$ cat config.mk
export PLATFORM = sky130hd
export DESIGN_NAME = branch_predictor
export DESIGN_NICKNAME = d
export VERILOG_FILES = /design/src/rtl/branch_pkg.sv /design/src/rtl/sat_counter_2b.sv /design/src/rtl/branch_predictor.sv
export SDC_FILE = /design/constraint.sdc
export NUM_CORES = 2
export LEC_CHECK = 0
export CORE_UTILIZATION = 61
export DETAILED_ROUTE_END_ITERATION = 12
export GPL_ROUTABILITY_DRIVEN = 0
export MAX_ROUTING_LAYER = met4
export PLACE_DENSITY = 0.88
export RECOVER_POWER = 25
export REMOVE_ABC_BUFFERS = 1
export SETUP_SLACK_MARGIN = 0.4
export SYNTH_ARGS = -nofsm -noshare
export SYNTH_HDL_FRONTEND = slang
export SYNTH_SLANG_ARGS = --single-unit
$ cat constraint.sdc
create_clock -name clk_i -period 6.2 [get_ports clk_i]
set_input_delay 1.24 -clock clk_i [delete_from_list [all_inputs] [get_ports clk_i]]
set_output_delay 1.24 -clock clk_i [all_outputs]
set_load 0.02 [all_outputs]
$ cat src/rtl/branch_pkg.sv
// rtl/branch_pkg.sv - shared types and constants for the branch predictor
// Contents: pc_src_t next-PC select encoding, 2-bit counter constants,
//           btb_entry_t table entry layout and its reset value.
package branch_pkg;

  typedef enum logic [1:0] {
    PC_PLUS4_F  = 2'b00,
    PC_PRED_F   = 2'b01,
    PC_PLUS4_E  = 2'b10,
    PC_TARGET_E = 2'b11
  } pc_src_t;

  localparam logic [1:0] CTR_SNT = 2'b00;
  localparam logic [1:0] CTR_WNT = 2'b01;
  localparam logic [1:0] CTR_WT  = 2'b10;
  localparam logic [1:0] CTR_ST  = 2'b11;

  // The tag field keeps the whole word address pc[31:2]. The index bits inside
  // it always match the slot they live in, so comparing pc[31:2] is the same
  // as comparing pc[31:IDX_W+2], and the layout stays independent of IDX_W.
  typedef struct packed {
    logic        valid;
    logic [29:0] tag;
    logic [31:0] target;
    logic [1:0]  ctr;
  } btb_entry_t;

  localparam btb_entry_t BTB_ENTRY_RESET = '{
    valid:  1'b0,
    tag:    30'd0,
    target: 32'd0,
    ctr:    CTR_WNT
  };

endpackage

$ cat src/rtl/sat_counter_2b.sv
// rtl/sat_counter_2b.sv - 2-bit saturating counter next-state function
// Ports: ctr_i current counter, taken_i resolved outcome,
//        ctr_next_o counter after training (saturates at 00 and 11).
module sat_counter_2b
  import branch_pkg::*;
(
  input  logic [1:0] ctr_i,
  input  logic       taken_i,
  output logic [1:0] ctr_next_o
);

  always_comb begin
    ctr_next_o = ctr_i;
    if (taken_i) begin
      if (ctr_i != CTR_ST) ctr_next_o = ctr_i + 2'd1;
    end else begin
      if (ctr_i != CTR_SNT) ctr_next_o = ctr_i - 2'd1;
    end
  end

endmodule

$ cat src/rtl/branch_predictor.sv
// rtl/branch_predictor.sv - BTB-based dynamic branch predictor and resolver
// Ports: clk_i/reset_i (sync, active-high); pc_f_i fetch PC lookup;
//        branch_op_e_i/taken_e_i/pc_e_i/pc_target_e_i/pred_taken_e_i/
//        pred_pc_target_e_i execute-stage resolution inputs;
//        pc_src_o next-PC select, pred_pc_target_f_o/pred_taken_f_o fetch
//        prediction, mispredict_o flush request, branch_cnt_o/mispredict_cnt_o
//        saturating statistics.
module branch_predictor
  import branch_pkg::*;
#(
  parameter int BTB_ENTRIES = 16,
  parameter int IDX_W       = $clog2(BTB_ENTRIES)
) (
  input  logic        clk_i,
  input  logic        reset_i,
  input  logic [31:0] pc_f_i,
  input  logic        branch_op_e_i,
  input  logic        taken_e_i,
  input  logic [31:0] pc_e_i,
  input  logic [31:0] pc_target_e_i,
  input  logic        pred_taken_e_i,
  input  logic [31:0] pred_pc_target_e_i,
  output logic [1:0]  pc_src_o,
  output logic [31:0] pred_pc_target_f_o,
  output logic        pred_taken_f_o,
  output logic        mispredict_o,
  output logic [31:0] branch_cnt_o,
  output logic [31:0] mispredict_cnt_o
);

  btb_entry_t btb_q [BTB_ENTRIES];
  btb_entry_t btb_d [BTB_ENTRIES];
  logic [31:0] branch_cnt_q, branch_cnt_d;
  logic [31:0] mispredict_cnt_q, mispredict_cnt_d;

  logic [IDX_W-1:0] idx_f, idx_e;
  logic             hit_f, hit_e;
  logic             mispredict;
  logic [1:0]       ctr_next_e;
  pc_src_t          pc_src;

  // Byte-offset bits never take part in indexing or tagging.
  logic unused_pc_bits;
  assign unused_pc_bits = ^{pc_f_i[1:0], pc_e_i[1:0]};

  assign idx_f = pc_f_i[IDX_W+1:2];
  assign idx_e = pc_e_i[IDX_W+1:2];

  // Fetch lookup reads the registered table only, so a same-cycle update at
  // the same index is not bypassed. Reset forces a miss.
  assign hit_f = btb_q[idx_f].valid && (btb_q[idx_f].tag == pc_f_i[31:2]) && !reset_i;
  assign hit_e = btb_q[idx_e].valid && (btb_q[idx_e].tag == pc_e_i[31:2]);

  assign pred_taken_f_o     = hit_f && btb_q[idx_f].ctr[1];
  assign pred_pc_target_f_o = hit_f ? btb_q[idx_f].target : 32'd0;

  // A target mismatch only matters when both prediction and outcome are taken.
  assign mispredict = branch_op_e_i && !reset_i &&
                      ((pred_taken_e_i != taken_e_i) ||
                       (taken_e_i && (pred_pc_target_e_i != pc_target_e_i)));
  assign mispredict_o = mispredict;

  // Execute-stage redirect outranks any fetch-stage prediction.
  always_comb begin
    pc_src = PC_PLUS4_F;
    if (mispredict) begin
      pc_src = taken_e_i ? PC_TARGET_E : PC_PLUS4_E;
    end else if (pred_taken_f_o) begin
      pc_src = PC_PRED_F;
    end
  end
  assign pc_src_o = pc_src;

  sat_counter_2b u_sat_counter (
    .ctr_i      (btb_q[idx_e].ctr),
    .taken_i    (taken_e_i),
    .ctr_next_o (ctr_next_e)
  );

  always_comb begin
    btb_d = btb_q;
    if (branch_op_e_i) begin
      if (hit_e) begin
        btb_d[idx_e].ctr = ctr_next_e;
        if (taken_e_i) btb_d[idx_e].target = pc_target_e_i;
      end else if (taken_e_i) begin
        // Allocation evicts whatever occupied the slot.
        btb_d[idx_e] = '{valid: 1'b1, tag: pc_e_i[31:2], target: pc_target_e_i, ctr: CTR_WT};
      end
    end
  end

  always_comb begin
    branch_cnt_d     = branch_cnt_q;
    mispredict_cnt_d = mispredict_cnt_q;
    if (branch_op_e_i && (branch_cnt_q != 32'hFFFF_FFFF)) begin
      branch_cnt_d = branch_cnt_q + 32'd1;
    end
    if (mispredict && (mispredict_cnt_q != 32'hFFFF_FFFF)) begin
      mispredict_cnt_d = mispredict_cnt_q + 32'd1;
    end
  end

  always_ff @(posedge clk_i) begin
    if (reset_i) begin
      for (int i = 0; i < BTB_ENTRIES; i++) btb_q[i] <= BTB_ENTRY_RESET;
      branch_cnt_q     <= 32'd0;
      mispredict_cnt_q <= 32'd0;
    end else begin
      btb_q            <= btb_d;
      branch_cnt_q     <= branch_cnt_d;
      mispredict_cnt_q <= mispredict_cnt_d;
    end
  end

  assign branch_cnt_o     = branch_cnt_q;
  assign mispredict_cnt_o = mispredict_cnt_q;

endmodule
==> results.md <==
* Pre-CTS WS at -0.147 ns
* Final wirelength at ~170000 µm
* CTS tree: done
* Critical Path Start Type: input pin
* Yosys top cell by area: dfxtp_1
* Final Hold Slack at between 0.4 and 0.5 ns
* Clk pin slew, worst setup/hold paths at 0.06 ns
* Synth top area share at approximately two fifths
* Total track usage at 40.3%
* Vias in the first global route at between 40000 and 50000
* Initial core utilization at roughly 62%
* Placed cell count at 6507
* CP Cell Sequence: buf_12, buf_12, mux4_2, mux4_2, xnor2_4, buf_4, nand4_1, nor4_1, nand4_1, buf_4, buf_6, o21ai_0, clkbuf_2
* Average routed wire per standard cell at approximately 26 µm
* CP Data Required Time at 4.96 ns
* Fraction of registers with async set/reset at 0%
* Outcome: complete, but fails checks
* Main flop type after synthesis: dfxtp_1
* Placed Area at 55600 µm²
* Final setup violation count at 0
* Max clock buf depth at 3
* Core Util, Final at a little over two thirds
* Slowest cell delay on critical path at 0.57 ns
* Worst setup EP type: output port
* Power Density at around 260 nW/µm²
* RSZ-0062 raised after global routing: true
* Max-slew violations at around 480
* Area Overhead vs Synth at 13.0%
* Worst hold path type: flop to flop
* Critical Path Fanout Max at 19
* Failing checks: max-capacitance violations, max-slew violations
* I/O Buffers at 228
* Hold Buf Count CTS at 0
* Post-synth EDFFs at 0
* CTS buffer count at between 100 and 150
* CORE AREA at ~85000 µm²
* Minimum clock period at 5.96 ns
* Post-synth cell types at just under 80
* Die Y at 296 µm
* Avg Inst Size Synth at 9.60 µm²
* PnR worst setup slack at ~0.24 ns
* Die area at 87500 µm²
* Count leader, synth: nand2_1
* Yosys reg bits at roughly 1100
* Setup_tns at 0 ns
* First-pass GRT wire length at roughly 260000 µm
* Pre-antenna DRT Iters at 9
* Drc violations at 0
* Power, Total at 15.6 mW
* 1st-iter DRT viols at 6749
* Largest cells by area after synthesis: dfxtp_1, mux4_2, nand2_1
* Post-Synthesis Cell Area at ~53000 µm²
* Final #Nets at between 5000 and 6000
* Final Skew at a little over 0.04 ns
* Ys Warns at 0
* Via density per instance at about 6.8
* MaxCap Viol Count at 15
* WS Path Type: input pin to output port
* Insertion delay to the later sink of the worst-skew pair at approximately 0.74 ns
* Initial antenna violation count at 5
* Die W at around 300 µm
* GR Overflow Total at 0
* DR vias at between 40000 and 50000
* Maximum VDD drop at between 200 and 300 µV
* Clk sink count at between 1000 and 1500
* Leakage power at approximately 23 nW
* Fmax achieved at 0.168 GHz
* Sequential-to-total area share from yosys stat at between 40% and 50%
* Fin cells at just under 7000
* Dpl hpwl at 97900 µm
* Post-synthesis cell count at around 5500
* Final period utilization at 96.1%
* Slowest CP cell: mux4_2
* Relative slew slack at -113%
* Post-DRT Antenna Nets at 0
* Clock Tree Root: clkbuf_16
* Worst-margin pin slew at 3.19 ns
* Final Hold Viols at 0
* H-tree lvl count at 3
* Ports at 233
* Post-synth top cells: nand2_1, dfxtp_1, a21oi_1
* Arrival time of the worst setup path at between 4 and 5 ns
* Largest net degree at the start of global routing at 255
* Fraction of layout cells with a size suffix above 1 at between 10% and 20%
* Row Count at 107
* Fin area at slightly below 60000 µm²
path summary, 6_finish.rpt:
path	from	end	slack, ns	cells past startpoint
max	pc_f_i[2]	pc_src_o[0]	0.24	13
min	btb_q[526]	btb_q[526]	0.45	2
max reg2reg	btb_q[579]	btb_q[650]	1.93	9
min reg2reg	btb_q[526]	btb_q[526]	0.45	2
sequential cells by signal, summed over array words and instances, names as in the netlist:
| name | cells |
|---|---|
| btb_q | 1040 |
| mispredict_cnt_o | 32 |
| branch_cnt_o | 32 |
logic make-up (layout without fill, tap and decap cells):
group	after synthesis	after routing	synth area share (%)
other	0	6	0
AOI/OAI and AO/OA	781	781	8.43
DFF	1104	1104	42.0
adders and majority gates	4	4	0.0856
buffers and inverters	531	620	4.61
xor gates and xnor gates	130	130	2.16
and+or+nand+nor	2008	2008	16.0
muxes	924	924	26.7
layout make-up:
type	count	area [µm²]
multi-input cells	3847	28300
clock buffers	150	3180
repair buffers	389	3610
diodes	6	15.0
fillers	5566	25800
well taps	1144	1430
inverters	33	131
flip-flops and latches	1104	22100
clock inverters	48	753
worst max-delay path: cells and delay by family:
kind            cells  cell delay (ns)
simple gates        3             0.59
buf+inv             6             1.19
mux                 2             1.07
compound gates      1             0.28
xor+xnor            1             0.27
layer usage:
| layer | part of all wire (%) | track usage [%] |
|---|---|---|
| met2 | 44 | 59.4 |
| met4 | 8.7 | 31.1 |
| met3 | 14 | 12.9 |
| met1 | 33 | 45.4 |
| met5 | 0 | - |
repair_timing:
item	CTS	global route
pin swaps	1	3
buffers inserted	0	8
resized for setup	40	80
gates cloned	0	2
setup endpoints to repair	34	34
layout by cell type, fill, tap and decap left out, types with 7 or more instances in the layout:
| cell | n |
|---|---|
| nand2_1 | 1547 |
| dfxtp_1 | 1104 |
| a21oi_1 | 590 |
| mux2i_1 | 517 |
| mux4_2 | 381 |
| nor2_1 | 152 |
| buf_4 | 127 |
| clkdlybuf4s50_1 | 120 |
| clkbuf_16 | 112 |
| xor2_1 | 85 |
| dlygate4sd3_1 | 65 |
| nor2b_1 | 56 |
| nand3_1 | 43 |
| and3_1 | 43 |
| xnor2_1 | 41 |
| o21ai_0 | 38 |
| clkbuf_2 | 35 |
| a22oi_1 | 33 |
| inv_1 | 31 |
| clkbuf_8 | 28 |
| nand4_1 | 27 |
| mux2_2 | 22 |
| clkbuf_1 | 22 |
| buf_12 | 21 |
| clkinv_2 | 20 |
| or3_1 | 18 |
| nor3_1 | 17 |
| nor4_1 | 15 |
| bufinv_16 | 15 |
| o22ai_1 | 13 |
| nor3b_1 | 13 |
| a221o_1 | 13 |
| nand2b_1 | 12 |
| nor2_4 | 12 |
| o21ai_1 | 10 |
| nand2_8 | 10 |
| a221oi_2 | 10 |
| a221oi_1 | 8 |
| a211oi_1 | 7 |
| and4_1 | 7 |
power by group:
part / leakage [nW] / switching, mW / internal, mW
clock network: 1.94 / 3.01 / 4.23
logic: 12.3 / 0.757 / 0.406
registers: 8.90 / 0.0388 / 7.14
total: 23.1 / 3.81 / 11.8
No activity file was read; power rests on OpenSTA's default activity.
